===== src/rtl/instr_fetch_unit.sv =====
// Instruction fetch unit: IDLE/REQ/OUT sequencer that fetches one word at a time,
// holds it for decode, and steps the PC sequentially or to a resolved branch target.
module instr_fetch_unit #(
  parameter logic [31:0] RESET_PC = 32'h0000_0000
) (
  input  logic        clk_i,
  input  logic        rst_i,
  output logic        mem_req_o,
  output logic [31:0] mem_addr_o,
  input  logic        mem_ack_i,
  input  logic [31:0] mem_data_i,
  output logic [31:0] instr_o,
  output logic [5:0]  op_o,
  output logic [31:0] pc_o,
  output logic [31:0] pc_plus4_o,
  output logic        valid_o,
  input  logic        ready_i,
  input  logic        branch_i,
  input  logic        is_bne_i,
  input  logic        zero_i,
  input  logic [31:0] branch_target_i,
  output logic [31:0] instr_count_o,
  output logic [1:0]  dbg_state_o
);

  typedef enum logic [1:0] {
    S_IDLE = 2'd0,
    S_REQ  = 2'd1,
    S_OUT  = 2'd2
  } state_e;

  state_e      state_q, state_d;
  logic        run_q;
  logic [31:0] pc_q, pc_d;
  logic [31:0] instr_q, instr_d;
  logic [31:0] count_q, count_d;
  logic        taken;

  // run_q releases the FSM one edge after rst_i falls, so the release edge itself
  // never changes an output.
  always_ff @(posedge clk_i or posedge rst_i) begin
    if (rst_i) begin
      state_q <= S_IDLE;
      run_q   <= 1'b0;
      pc_q    <= RESET_PC;
      instr_q <= 32'h0;
      count_q <= 32'h0;
    end else begin
      state_q <= state_d;
      run_q   <= 1'b1;
      pc_q    <= pc_d;
      instr_q <= instr_d;
      count_q <= count_d;
    end
  end

  assign taken = branch_i & (zero_i ^ is_bne_i);

  // Handshake: instr_o is transferred on a cycle where valid_o & ready_i; valid_o
  // holds and instr_o/pc_o stay stable until then. mem_req_o holds until mem_ack_i.
  always_comb begin
    state_d   = state_q;
    pc_d      = pc_q;
    instr_d   = instr_q;
    count_d   = count_q;
    mem_req_o = 1'b0;
    valid_o   = 1'b0;
    case (state_q)
      S_IDLE: begin
        if (run_q) state_d = S_REQ;
      end
      S_REQ: begin
        mem_req_o = 1'b1;
        if (mem_ack_i) begin
          instr_d = mem_data_i;
          state_d = S_OUT;
        end
      end
      S_OUT: begin
        valid_o = 1'b1;
        if (ready_i) begin
          pc_d    = taken ? (branch_target_i & 32'hFFFF_FFFC) : (pc_q + 32'd4);
          count_d = count_q + 32'd1;
          state_d = S_REQ;
        end
      end
      default: state_d = S_IDLE;
    endcase
  end

  assign mem_addr_o    = pc_q;
  assign pc_o          = pc_q;
  assign pc_plus4_o    = pc_q + 32'd4;
  assign instr_o       = instr_q;
  assign op_o          = instr_q[31:26];
  assign instr_count_o = count_q;
  assign dbg_state_o   = state_q;

endmodule

===== config.mk =====
export PLATFORM = sky130hd
export DESIGN_NAME = instr_fetch_unit
export DESIGN_NICKNAME = d
export VERILOG_FILES = /design/src/rtl/instr_fetch_unit.sv
export SDC_FILE = /design/constraint.sdc
export NUM_CORES = 1
export LEC_CHECK = 0
export CORE_ASPECT_RATIO = 0.75
export CORE_MARGIN = 8
export CORE_UTILIZATION = 39
export CTS_CLUSTER_DIAMETER = 80
export DETAILED_ROUTE_END_ITERATION = 6
export GPL_ROUTABILITY_DRIVEN = 0
export PLACE_DENSITY = 0.88
export SLEW_MARGIN = 10
export SYNTH_ARGS = -nofsm -noshare
export SYNTH_HDL_FRONTEND = slang
export SYNTH_SLANG_ARGS = --single-unit

===== constraint.sdc =====
create_clock -name clk_i -period 3.05 [get_ports clk_i]
set_input_delay 0.61 -clock clk_i [delete_from_list [all_inputs] [get_ports clk_i]]
set_output_delay 0.61 -clock clk_i [all_outputs]
set_load 0.01 [all_outputs]

## Yosys cells after proc, flatten, opt, wreduce, memory -nomap -nowiden

Cells that the tools add are included.

- Input port bits: 71
- Output and inout port bits: 170
- Register bits after elaboration: 99
- Logic and storage cells: 25

- Muxes and demuxes: 7
- Equal/unequal tests: 5
- Add/sub/neg operators: 2
- Reduce and logical (&&, ||, !) cells: 4
- Bitwise operators: 2

Operators by type and width:

| kind | count |
|---|---|
| 32-bit by 1-bit adder with 32-bit output, second input constant | 1 |
| 32-bit by 3-bit adder with 32-bit output, second input constant | 1 |
| 32-bit two-way mux | 1 |
| 2-bit two-way mux | 3 |
| 2-bit inequality test, second input constant | 3 |
| 2-bit one-hot mux with 3 select lines | 1 |
| 2-bit AND reduction | 2 |
| 3-bit AND reduction | 1 |
| 2-bit by 1-bit == test with 1-bit output, second input constant | 1 |
| 2-bit == test, second input constant | 1 |
| 2-bit logical NOT | 1 |
| 1-bit two-way mux | 2 |
| 1-bit bitwise AND | 1 |
| 1-bit bitwise XOR | 1 |

## Logic depth before layout (Yosys ltp)

- Depth after elaboration: 3
- Depth in mapped cells: 7
- Mapped depth without buffers: 5

## Worst setup path before layout

OpenSTA, ideal clock, no wires.

- Kind: register to output
- Start: register pc_q[2], in the netlist mem_addr_o[2]
- End: output pc_plus4_o[30]
- Cell stages (with the launch flop): 7
- Arrival: 2.169 ns
- Slack: 0.271 ns
- Path buffers: 1
- Data required time: 2.440 ns
- Path through: dfrtp_1 ha_1 clkbuf_1 nand3_1 or4_1 or3_1 xnor2_1

- Word-level cells in the longest chain between the ends: 1

Ends and longest elaborated chain:

| element | RTL line | text |
|---|---|---|
| start: declaration | 34 | `logic [31:0] pc_q, pc_d;` |
| start signal: assignment | 51 | `pc_q <= pc_d;` |
| 32-bit by 3-bit adder with 32-bit output | 93 | `assign pc_plus4_o = pc_q + 32'd4;` |
| end: declaration | 15 | `output logic [31:0] pc_plus4_o,` |

No other way between the ends.

## Worst setup path in the final report

- Start: register pc_q[6], in the netlist mem_addr_o[6]
- End: output pc_plus4_o[25]

Same word-level chain as after synthesis.

==> run metrics <==
status finished, final reports clean; pre-CTS setup slack 87.1 ps; Crit Path Max Fanout 7; internal power 3.99 mW; clock sink count 97; slowest stage delay, CP 600 ps; compound-gate portion of the synthesized area 0.107; element type at the critical path end output pin; Pwr per Cell Area 750 mW/mm2; DR WL/cell 19.8 um; placed insts 928; final hold vios 0; P_sw 2.24 mW; Seq/Total Area, Yosys 0.443; Synth Instances 547; # diodes 0; crit path launch type flop; largest net degree at the start of global routing 39; HPWL after DPL 14300 um; fraction of layout cells with a size suffix above 1 0.167; CP Data Required Time 2440 ps; number of I/O pins 241; die height 119 um; xor/xnor share of the synthesized area 0.0958; Fin Setup TNS 0 ps; nets 842; FP Rows 37; Tmin final 2970 ps; final cycle utilization of the critical path 0.975; Post-CTS Hold Buffers 0; worst slew pin tran 716 ps; post-DR vias/cell 5.48; main flop type after synthesis dfrtp_1; Synth Area in Adders 0.00456; Seq pwr share 0.307; EDFF count, synth 0; largest family of logic cells by synthesized area simple AND/OR/NAND/NOR gates; crit-path cells nand4_4 -> or4_4 -> buf_4 -> or4_4 -> xnor2_2 -> buf_2; Final WS setup 76.2 ps; Max Clock Skew 7.13 ps; Slew headroom 0.522; ANT nets after route 0; multiplexer area fraction after synthesis 0.0730; Leakage 3.40 nW; Yosys reg bits 97; port bufs 232; met3 routed WL 1580 um; final std cells w/o fill 949; Post-Synth Simple-Gate Area 0.183; TritonRoute pass-1 iters 5; switch share 0.360; GRT Total Usage 0.203; Met1 Wirelength 7960 um; antenna violations before repair 0; later-pin clock latency in the skew report 330 ps; synth cell count leaders dfrtp_1, buf_4, nand2_1, xnor2_1; vias in the first global route 5176; DRT iter0 DRCs 344; max-cap viol count 0; leading post-synthesis cells by cell area dfrtp_1, mux2_2, buf_4, xnor2_1, xor2_1; Max Clock Freq 336 MHz; synthesized area 0.00548 mm2; total power 6.23 mW; WP data arrival 2360 ps; total core area 0.0137 mm2; Setup Crit Path Kind flop to output pin; CP max-delay cell or4_4; Top cell by count, worst path or4_4; via count 5198; Synth area leader dfrtp_1; top-count cell post-synth dfrtp_1; Clock Path Buffers 2; area of the die 0.0181 mm2; area grow syn2layout 51.4%; Routed WL 18800 um; CTS buffer count 9; clock share of power 0.175; Worst-path clk slew 80 ps; Slew Viols, Final 0; Starting Density 0.399; DR WL met2 8970 um; Syn. warnings 0; root buffer cell clkbuf_16; VDD IR max 0.579 mV; number of setup violations in the final report 0; grt ovf 0; DR top layer met4; top cell type's share of synthesized area 0.443; fraction of registers with async set/reset 1.00; Post-Syn Area per Cell 10.0 um2; Netlist cell types 51; CTS tree built; first-pass GRT wire length 30000 um; Die X-Extent 153 um; H-tree levels 3; Worst Hold Class flop to flop; combinational fraction of design power 0.519; drt drc 0
-- per-layer routing --
layer	track usage	vias to the layer above
met5	0	-
met4	0.0456	0
met3	0.0579	18
met2	0.331	262
met1	0.265	2547
li1	-	2371
-- through the flow --
| stage | utilization | hold WS, ps | instance area, um2 |
|---|---|---|---|
| floorplan | - | 505 | 5510 |
| global placement | 0.579 | 461 | 7970 |
| detailed placement | 0.579 | 469 | 7970 |
| CTS | 0.603 | 487 | 8290 |
| global route | 0.604 | 507 | 8300 |
| finish | 0.604 | 484 | 8300 |
-- power groups by stage --
| stage | combinational (mW) | sequential [mW] | clock, mW |
|---|---|---|---|
| floorplan | 1.33 | 2.09 | 0 |
| detailed placement | 3.22 | 1.93 | 0 |
| finish | 3.23 | 1.91 | 1.09 |
| global placement | 3.18 | 1.90 | 0 |
| CTS | 3.24 | 1.91 | 1.13 |
| global route | 3.46 | 1.97 | 1.18 |
-- final cells by class --
type | count | area (um2)
multi-input cells | 365 | 2610
fillers | 1166 | 5450
well taps | 175 | 219
repair buffers | 285 | 2710
flip-flops and latches | 97 | 2430
inverters | 11 | 45.0
clock inverters | 6 | 52.6
clock buffers | 10 | 229
-- repair_timing --
item / 4_1_cts / 5_1_grt
cloned: 0 / 0
endpoints found under the hold margin: 0 / 0
gates resized for setup: 27 / 15
setup buffers: 4 / 1
endpoints found under the setup margin: 19 / 8
pin swaps: 1 / 1
-- cells by family after synthesis --
group / Yosys count
mux: 36
other cells: 2
simple gates: 177
buf+inv: 90
compound gates: 83
xor+xnor: 60
flops: 97
fa+ha+maj: 2
-- worst max-delay path, delay by kind of cell (launching register included) --
family	cells	cell delay, ps
flops	1	390
xor+xnor	1	150
simple gates	3	1160
buf+inv	2	330
-- path summary, 6_finish.rpt --
path,start,to,slack [ps],cells after the start
worst max register to register,mem_addr_o[6],mem_addr_o[25],990,5
max in group asynchronous,rst_i,mem_addr_o[4],1680,3
worst min-delay path,instr_count_o[31],instr_count_o[31],480,1
min in group asynchronous,rst_i,instr_o[29],740,2
worst min register to register,instr_count_o[31],instr_count_o[31],480,1
worst max-delay path,mem_addr_o[6],pc_plus4_o[25],80,6
-- state kept, by name, indices dropped and copies added, names as in the netlist --
name,flops
dbg_state_o,2
instr_count_o,32
instr_o,32
mem_addr_o,30
run_q,1
-- cell usage in the layout (no fill, tap or decap), types with 8 or more instances in the layout --
cell type	Yosys	final
a22oi_1	21	21
and3_1	9	8
and4_1	8	8
buf_4	42	51
clkbuf_16	0	9
clkdlybuf4s50_1	0	214
dfrtp_1	97	93
dlygate4sd2_1	0	13
inv_1	11	10
mux2_2	32	32
nand2_1	33	33
nand3_1	32	30
nand4_1	20	20
nor2_1	16	14
o211ai_1	14	14
o21ai_0	15	15
or4_1	15	13
xnor2_1	33	32
xor2_1	27	27
Power figures use the tool's default switching activity.
